===== src/rtl/core_sel_pkg.sv =====
// Shared types and helpers for the grant selection logic.
// Used by the selector top, its search stages and the handshake interface.
package core_sel_pkg;

  typedef enum logic {
    SEL_FIXED = 1'b0,
    SEL_RR    = 1'b1
  } sel_mode_e;

  // $clog2(2) is 1 but $clog2(1) is 0, so clamp to keep index buses non-empty.
  function automatic int idx_width(input int n);
    return (n <= 2) ? 1 : $clog2(n);
  endfunction

endpackage


===== src/rtl/multi_grant_selector_if.sv =====
// Request/grant bundle between requesters, the selector and the consumer.
// The slave side belongs to the selector; the master side drives requests and ready.
interface multi_grant_selector_if #(
  parameter int WIDTH  = 8,
  parameter int GRANTS = 2,
  localparam int IDX_W = core_sel_pkg::idx_width(WIDTH)
) ();

  logic [WIDTH-1:0]              req;
  logic                          rr_mode;
  logic                          grant_ready;
  logic [GRANTS-1:0]             grant_valid;
  logic [GRANTS-1:0][IDX_W-1:0]  grant_idx;
  logic [WIDTH-1:0]              grant_onehot;
  logic [IDX_W-1:0]              rr_ptr;

  modport slave (
    input  req, rr_mode, grant_ready,
    output grant_valid, grant_idx, grant_onehot, rr_ptr
  );

  modport master (
    output req, rr_mode, grant_ready,
    input  grant_valid, grant_idx, grant_onehot, rr_ptr
  );

endinterface


===== src/rtl/rr_find_first.sv =====
// Finds the first set bit of a mask in either fixed (high index first) or
// rotating order starting at a given index; wrap is by compare, not by masking.
module rr_find_first
  import core_sel_pkg::*;
#(
  parameter int WIDTH  = 8,
  localparam int IDX_W = idx_width(WIDTH)
) (
  input  logic [WIDTH-1:0] i_mask,
  input  logic [IDX_W-1:0] i_start,
  input  sel_mode_e        i_dir,
  output logic [IDX_W-1:0] o_idx,
  output logic             o_found
);

  always_comb begin
    int pos;
    pos     = 0;
    o_idx   = '0;
    o_found = 1'b0;
    for (int k = 0; k < WIDTH; k++) begin
      if (i_dir == SEL_FIXED) begin
        pos = WIDTH - 1 - k;
      end else begin
        pos = int'(i_start) + k;
        if (pos >= WIDTH) pos = pos - WIDTH;
      end
      if (!o_found && i_mask[pos]) begin
        o_found = 1'b1;
        o_idx   = pos[IDX_W-1:0];
      end
    end
  end

endmodule


===== src/rtl/multi_grant_selector.sv =====
// Multi-grant issue/wakeup selector: up to GRANTS picks per cycle from a request
// vector, fixed or round-robin order, held in an output register with valid/ready.
module multi_grant_selector
  import core_sel_pkg::*;
#(
  parameter int WIDTH  = 8,
  parameter int GRANTS = 2,
  localparam int IDX_W = idx_width(WIDTH)
) (
  input  logic                   clk,
  input  logic                   reset,
  multi_grant_selector_if.slave  bus
);

  logic [GRANTS-1:0]             r_valid;
  logic [GRANTS-1:0][IDX_W-1:0]  r_idx;
  logic [WIDTH-1:0]              r_onehot;
  logic [IDX_W-1:0]              r_ptr;

  logic                          w_load;
  sel_mode_e                     w_mode;
  logic [WIDTH-1:0]              w_elig;
  logic [WIDTH-1:0]              w_mask [GRANTS];
  logic [WIDTH-1:0]              w_pick [GRANTS];
  logic [GRANTS-1:0]             w_found;
  logic [GRANTS-1:0][IDX_W-1:0]  w_idx;
  logic [WIDTH-1:0]              w_onehot;
  logic [IDX_W-1:0]              w_last;
  logic [IDX_W-1:0]              w_next_ptr;

  assign w_mode = sel_mode_e'(bus.rr_mode);
  assign w_load = ~(|r_valid) | bus.grant_ready;
  // Held grants are masked so a requester being consumed this cycle is not re-granted.
  assign w_elig = bus.req & ~r_onehot;

  for (genvar g = 0; g < GRANTS; g++) begin : g_stage
    if (g == 0) begin : g_first
      assign w_mask[g] = w_elig;
    end else begin : g_next
      assign w_mask[g] = w_mask[g-1] & ~w_pick[g-1];
    end

    rr_find_first #(.WIDTH(WIDTH)) u_find (
      .i_mask  (w_mask[g]),
      .i_start (r_ptr),
      .i_dir   (w_mode),
      .o_idx   (w_idx[g]),
      .o_found (w_found[g])
    );

    assign w_pick[g] = w_found[g] ? (WIDTH'(1) << w_idx[g]) : '0;
  end

  always_comb begin
    w_onehot = '0;
    w_last   = '0;
    for (int g = 0; g < GRANTS; g++) begin
      w_onehot = w_onehot | w_pick[g];
      if (w_found[g]) w_last = w_idx[g];
    end
    w_next_ptr = (int'(w_last) + 1 >= WIDTH) ? '0 : w_last + IDX_W'(1);
  end

  always_ff @(posedge clk) begin
    if (reset) begin
      r_valid  <= '0;
      r_idx    <= '0;
      r_onehot <= '0;
      r_ptr    <= '0;
    end else if (w_load) begin
      r_valid  <= w_found;
      r_idx    <= w_idx;
      r_onehot <= w_onehot;
      if (w_mode == SEL_RR && |w_found) r_ptr <= w_next_ptr;
    end
  end

  assign bus.grant_valid  = r_valid;
  assign bus.grant_idx    = r_idx;
  assign bus.grant_onehot = r_onehot;
  assign bus.rr_ptr       = r_ptr;

endmodule

===== src/flat_wrapper.sv =====
// flat-port wrapper written by rule: the top's interface ports become plain ports
module multi_grant_selector_flat import core_sel_pkg::*;
#(
  parameter int WIDTH  = 8,
  parameter int GRANTS = 2,
  localparam int IDX_W = idx_width(WIDTH)
)
  (clk, reset, bus_req, bus_rr_mode, bus_grant_ready, bus_grant_valid, bus_grant_idx, bus_grant_onehot, bus_rr_ptr);
  multi_grant_selector_if #(.WIDTH(WIDTH), .GRANTS(GRANTS)) bus_i ();
  input  logic clk;
  input  logic reset;
  input wire logic [$bits(bus_i.req)-1:0] bus_req;
  input wire logic [$bits(bus_i.rr_mode)-1:0] bus_rr_mode;
  input wire logic [$bits(bus_i.grant_ready)-1:0] bus_grant_ready;
  output wire logic [$bits(bus_i.grant_valid)-1:0] bus_grant_valid;
  output wire logic [$bits(bus_i.grant_idx)-1:0] bus_grant_idx;
  output wire logic [$bits(bus_i.grant_onehot)-1:0] bus_grant_onehot;
  output wire logic [$bits(bus_i.rr_ptr)-1:0] bus_rr_ptr;
  assign bus_i.req = bus_req;
  assign bus_i.rr_mode = bus_rr_mode;
  assign bus_i.grant_ready = bus_grant_ready;
  assign bus_grant_valid = bus_i.grant_valid;
  assign bus_grant_idx = bus_i.grant_idx;
  assign bus_grant_onehot = bus_i.grant_onehot;
  assign bus_rr_ptr = bus_i.rr_ptr;
  multi_grant_selector #(.WIDTH(WIDTH), .GRANTS(GRANTS)) u_core (.clk(clk), .reset(reset), .bus(bus_i));
endmodule

===== config.mk =====
export PLATFORM = sky130hd
export DESIGN_NAME = multi_grant_selector_flat
export DESIGN_NICKNAME = d
export VERILOG_FILES = /design/src/rtl/core_sel_pkg.sv /design/src/rtl/multi_grant_selector_if.sv /design/src/rtl/rr_find_first.sv /design/src/rtl/multi_grant_selector.sv /design/src/flat_wrapper.sv
export SDC_FILE = /design/constraint.sdc
export NUM_CORES = 1
export LEC_CHECK = 0
export CAP_MARGIN = 10
export CORE_MARGIN = 2
export CORE_UTILIZATION = 40
export DETAILED_ROUTE_END_ITERATION = 12
export PLACE_DENSITY = 0.71
export SLEW_MARGIN = 30
export SYNTH_ARGS = -nofsm -noshare
export SYNTH_HDL_FRONTEND = slang
export SYNTH_HIERARCHICAL = 1
export SYNTH_SLANG_ARGS = --single-unit

===== constraint.sdc =====
create_clock -name clk -period 11.47 [get_ports clk]
set_input_delay 2.294 -clock clk [delete_from_list [all_inputs] [get_ports clk]]
set_output_delay 2.294 -clock clk [all_outputs]
set_load 0.02 [all_outputs]

==> flow_summary.ini, run 1 <==
[critical_path]
cp-end-kind = flop
cp_num_cells = 23
slowest_delay_ns = 0.66
crit_family = compound AO/OA/AOI/OAI gates
path_max_fanout = 39
path_buf_inv = 2
worstPathCellList = clkdlybuf4s50_1, buf_4, and2b_1, mux2i_2, mux4_2, and2_4, and4_1, nand3_1, a22oi_1, and4bb_2, nor2b_1, mux2_1, o221ai_1, a211oi_1, nor2b_1, and4_1, a22oi_1, nand2_1, o21ai_0, ha_1, a21boi_0, mux2i_1, a311oi_1
arrival_ns = 9.08
timing.rr.start = u_core/bus.rr_ptr[1]
path_class = primary input to flop
reg2regPathDepth = 21
reg2reg_to = u_core/bus.rr_ptr[2]
worst_setup_path_start_kind = primary input
slowest_stage = a22oi_1
required_ns = 11.62
r2r_slack_ns = 4.47

[finish]
nNetsFinal = 402
final_cells = 483
area_delta_synth_final_pct = 10.5
diodes = 0
drive_gt1_frac = 0.0833
fin_area_sq_mm = 0.00325

[routing]
drc = 0
wirelength_mm = 7.84
drt_iter0_drc = 254
routedWlPerCell_um = 16.2
first_pass_iters = 5
drtAntennaViolNets = 0
via_count = 2901
viasPerCell = 6.01

[run_status]
status = finished, final reports clean

[sta]
rsz0062_at_grt = no
maxSlewViolCount = 0
finalWorstPathRequiredPeriod_ns = 8.93
timing.slew.headroom = 0.428
setup_tns_ns = 0
min_period_over_period = 0.779
holdWs_ns = 0.459
hold_viol = 0
max_freq_mhz = 112
worst_pin_slew_ns = 0.858
fin_skew_ns = 0.00100
setup_viol = 0

[flow_run]
maxCapViolCount = 0

[die]
rows = 31
die_h_um = 89.8
core-area_sq_mm = 0.00718
die_w_um = 89.8
start_util = 0.410
dieArea_sq_mm = 0.00806
ioPinCount = 31

[clock_network]
cts_tree = yes
ctsLongestPathBuffers = 2
numCtsBuffers = 3
holdBufCountCts = 0
post_cts_buffers = 0
cts.sinks = 19
insertion_delay_ns = 0.25
clk_pin_slew_ns = 0.07
htreeDepth = 1
cts-root-buf = clkbuf_8
ctsResizeCount = 0

[grt]
overflow = 0
antenna_found_initial = 0
grt_usage = 0.189
grt_max_degree = 40
grt_pass1_wl_mm = 13.0
grt_pass1_vias = 2539

[logic_synthesis]
yosys.cell_count.top_type = nand2_1
syn_nets = 394
syn_inst = 377
netlist_area_sq_mm = 0.00294
avgSynthCellArea_sq_um = 7.80
synth_enable_flop_cells = 0
ys.warnings.count = 6
async_flop_share = 0
synth_common_cells = 55 x nand2_1, 30 x nor2b_1, 29 x mux2i_1, 19 x dfxtp_1, 18 x a21oi_1
synth-seq-area-share = 0.129
synth-seq-cells = 19
synth_flop_cell = dfxtp_1
synth.largest_area_cell = dfxtp_1
synthTopCellsByArea = dfxtp_1 13%, mux2i_1 9.9%, mux4_2 7.7%, nand2_1 7.0%, nor2b_1 6.4%
synth_cell_types = 56
synth_top_area_frac = 0.129

[min_path]
worst_hold_path.num_cells = 2
hold_class = flop to flop
hold_path_end = u_core/bus.grant_idx[3]
min_from = u_core/bus.grant_idx[3]

[power_and_ir_drop]
leakagePower_nw = 1.28
power_density_mw_per_mm2 = 333
vdd_drop_max_mv = 0.151

[placed_design]
gp_congestion = 0.970
dpl.hpwl_mm = 5.95
dp.cells = 479
portBuffers = 30
dpl_cell_area_sq_mm = 0.00320
power by group:
| part | internal, W | leakage (nW) | switching [W] | total [W] |
|---|---|---|---|---|
| sequential | 0.0000938 | 0.158 | 0.0000330 | 0.000127 |
| combinational | 0.000385 | 1.09 | 0.000525 | 0.000910 |
| clock | 0.0000241 | 0.0255 | 0.0000223 | 0.0000465 |
worst reg2reg max path: stages (launching register included):
cell and delay (ns):
dfxtp_1 0.66, inv_1 0.20, ha_1 0.33, nor2b_1 0.47
mux4_2 0.58, and2_4 0.18, and4_1 0.22, a22oi_1 0.69
and4bb_2 0.33, nor2b_1 0.21, mux2_1 0.21, o221ai_1 0.12
a211oi_1 0.64, nor2b_1 0.10, and4_1 0.28, a22oi_1 0.66
nand2_1 0.10, o21ai_0 0.10, ha_1 0.22, a21boi_0 0.18
mux2i_1 0.11, a311oi_1 0.29
stage by stage:
step / utilization / setup slack, ns / total power, W
global route: 0.453 / 2.01 / 0.00118
global placement: 0.446 / 2.58 / 0.00101
CTS: 0.453 / 2.65 / 0.00107
finish: 0.453 / 2.54 / 0.00108
detailed placement: 0.446 / 2.39 / 0.00102
floorplan: - / 4.62 / 0.000840
how the worst max path moves through the flow:
stage	startpoint	slack, ns	to
2_1_floorplan	bus_rr_mode	4.62	u_core/bus.rr_ptr[2]
3_3_place_gp	bus_rr_mode	2.58	u_core/bus.rr_ptr[2]
3_5_place_dp	bus_rr_mode	2.39	u_core/bus.rr_ptr[2]
4_1_cts	bus_rr_mode	2.65	u_core/bus.rr_ptr[2]
5_1_grt	bus_rr_mode	2.01	u_core/bus.rr_ptr[2]
6_report	bus_rr_mode	2.54	u_core/bus.rr_ptr[2]
placed cells by master, fill, tap and decap left out, types with 5 or more instances in the layout:
cell type        instances
a21oi_1                 18
xnor2_1                  6
a311oi_1                 5
nor2_1                  16
o21a_1                   5
nand2_1                 55
mux4_2                  10
o21ai_0                 12
clkdlybuf4s50_1         30
ha_1                     5
dfxtp_1                 19
and4b_1                  5
mux2_1                   8
mux2i_1                 29
nor3_1                   9
nand3_1                 11
inv_1                    7
nor2b_1                 30
nand2b_1                10
a31oi_1                  7
a211oi_1                10
o21ai_1                  8
logic make-up (layout without fill, tap and decap cells):
| logic type | Yosys count | in the layout | share of synthesized area |
|---|---|---|---|
| AND/OR/NAND/NOR | 170 | 170 | 0.329 |
| AO/OA/AOI/OAI | 88 | 88 | 0.203 |
| multiplexers | 51 | 51 | 0.225 |
| buffers and inverters | 36 | 43 | 0.0693 |
| flip-flops | 19 | 19 | 0.129 |
| XOR/XNOR | 8 | 8 | 0.0238 |
| adder cells (fa/ha/maj) | 5 | 5 | 0.0213 |
area by class of cell:
class	instances	area, sq um
Fill cell	704	3930
Clock inverter	1	5.00
Timing Repair Buffer	32	315
Sequential cell	19	380
Tap cell	99	124
Multi-Input combinational cell	322	2360
Inverter	7	26.3
Clock buffer	3	41.3
metal layers:
metal  GRT usage  part of all wire  vias up
met5           0                 0        -
met4      0.0526             0.013        0
met3      0.0235             0.048       12
met2       0.293              0.46      110
met1       0.276              0.48     1358
li1            -                 -     1421
registers in the layout, indices dropped and copies added (netlist names):
| register | flops |
|---|---|
| u_core/bus.grant_onehot | 8 |
| u_core/bus.grant_idx | 6 |
| u_core/bus.grant_valid | 2 |
| u_core/bus.rr_ptr | 3 |
Power figures use the tool's default switching activity.
==> inputs of run 2 (changes only) <==
==> constraint.sdc (replaced) <==
create_clock -name clk -period 8.5 [get_ports clk]
set_input_delay 1.7 -clock clk [delete_from_list [all_inputs] [get_ports clk]]
set_output_delay 1.7 -clock clk [all_outputs]
set_load 0.02 [all_outputs]
==> run 2 against run 1 <==
Net effect: global-route usage about the same; register-to-register slack worse by 2.7 ns; setup slack worse by 2.0 ns; clock power up 42%; utilization up 0.66 points; cell area up 1.5%; combinational power up 38%; non-clock buffer count up 6; routed wire length up 1.7%; sequential share of layout area down 0.17 points; die area unchanged; critical path type unchanged; largest cell class unchanged.
==> flow_summary.ini, run 2 (synthesis gave the netlist of run 1 again) <==
[critical_path]
worst_setup_path_start_kind = primary input
cp-end-kind = flop
cp-endpoint = u_core/bus.rr_ptr[2]
reg2reg_to = u_core/bus.rr_ptr[2]
arrival_ns = 8.17
reg2regPathDepth = 22
path_class = primary input to flop
critPathLaunch = bus_rr_mode
timing.rr.start = u_core/bus.rr_ptr[0]
required_ns = 8.67
r2r_slack_ns = 1.78
path_max_fanout = 19

[routing]
drc = 0
wirelength_mm = 7.97
drt_iter0_drc = 288
viasPerCell = 6.11
first_pass_iters = 5
via_count = 2987
routedWlPerCell_um = 16.3
drtAntennaViolNets = 0

[sta]
worst_pin_slew_ns = 0.874
timing.slew.headroom = 0.417
finalWorstPathRequiredPeriod_ns = 8.00
setup_tns_ns = 0
hold_viol = 0
rsz0062_at_grt = no
fin_skew_ns = 0.00110
max_freq_mhz = 125
layout_setup_ws_ns = 0.502
maxSlewViolCount = 0
min_period_over_period = 0.941
setup_viol = 0

[min_path]
min_from = u_core/bus.grant_idx[1]
hold_class = flop to flop

[placed_design]
portBuffers = 30
dp.cells = 485
gp_congestion = 0.990
place_ws_ns = 0.331
dpl_cell_area_sq_mm = 0.00325
dpl.hpwl_mm = 5.96

[finish]
area_delta_synth_final_pct = 12.1
final_cells = 489
diodes = 0
fillCellCount = 687
mostFrequentLayoutCells = 55 x nand2_1, 30 x clkdlybuf4s50_1, 30 x nor2b_1
largest_reg_flops = 8
seq_area_sq_um = 380
fin_area_sq_mm = 0.00330
drive_gt1_frac = 0.0974
multi_input_area_sq_mm = 0.00236
nNetsFinal = 408
final_common_cell = nand2_1

[run_status]
status = finished, final reports clean

[grt]
gr-usage-met2 = 0.307
antenna_found_initial = 0
grt_max_degree = 27
grt_pass1_vias = 2708
use_met1 = 0.270
overflow = 0
grt_pass1_wl_mm = 13.2
top_usage_layer = met2
grt_usage = 0.189
use_met3 = 0.0168

[clock_network]
ctsLongestPathBuffers = 2
cts_tree = yes
htreeDepth = 1
holdBufCountCts = 0
ctsResizeCount = 0
insertion_delay_ns = 0.26
numCtsBuffers = 3
cts.sinks = 19
post_cts_buffers = 0
clk_pin_slew_ns = 0.08
cts-root-buf = clkbuf_8

[power_and_ir_drop]
p_total_w = 0.00151
power_density_mw_per_mm2 = 458
vdd_drop_max_mv = 0.233
leakagePower_nw = 1.30

[die]
core-area_sq_mm = 0.00718
start_util = 0.410
ioPinCount = 31
die_w_um = 89.8
dieArea_sq_mm = 0.00806
die_h_um = 89.8
rows = 31

[flow_run]
maxCapViolCount = 0
[run 2: metrics by stage]
stage               hold slack [ns]  utilization
detailed placement            0.446        0.453
CTS                           0.463        0.459
global route                  0.479        0.459
floorplan                     0.528            -
global placement              0.442        0.453
finish                        0.459        0.459
[run 2: worst max-delay path: stages]
cell	delay, ns
clkdlybuf4s50_1	0.81
and2b_1	0.43
mux2i_2	0.47
mux4_2	0.38
nor2b_1	0.18
nor2b_1	0.08
and3_1	0.16
o21ai_1	0.67
and4_1	0.37
nor2b_1	0.12
mux2_1	0.31
o221ai_1	0.21
a211oi_1	0.11
buf_4	0.17
nor2b_1	0.10
and4_1	0.29
nand3_1	0.44
o21ai_1	0.35
ha_1	0.22
a21boi_0	0.22
mux2i_1	0.12
a311oi_1	0.25
[run 2: area by class of cell]
cell class	instances	area share
clock buffer	3	0.0125
sequential	19	0.115
clock inverter	1	0.00228
inverter	7	0.00797
timing repair buffer	38	0.109
multi-input combinational	322	0.715
tap	99	0.0376
[run 2: how the worst min path moves through the flow]
stage                                    endpoint  slack, ns  depth (start not counted)
after floorplan           u_core/bus.grant_idx[2]       0.53                          2
after global placement    u_core/bus.grant_idx[3]       0.44                          2
after detailed placement  u_core/bus.grant_idx[1]       0.45                          2
after CTS                 u_core/bus.grant_idx[1]       0.46                          2
after global routing      u_core/bus.grant_idx[1]       0.48                          2
final                     u_core/bus.grant_idx[1]       0.46                          2
[run 2: power by group]
group	switching, W	leakage, nW	total, W	internal (W)
clock network	0.0000329	0.0217	0.0000660	0.0000331
logic	0.000714	1.12	0.00126	0.000550
registers	0.0000526	0.158	0.000179	0.000127
total	0.000799	1.30	0.00151	0.000709
[run 2: routing by layer]
metal  vias to the layer above  wire length (um)
li1                       1426                 -
met1                      1427              3700
met2                       115              3700
met3                        19               407
met4                         0               167
met5                         -                 0
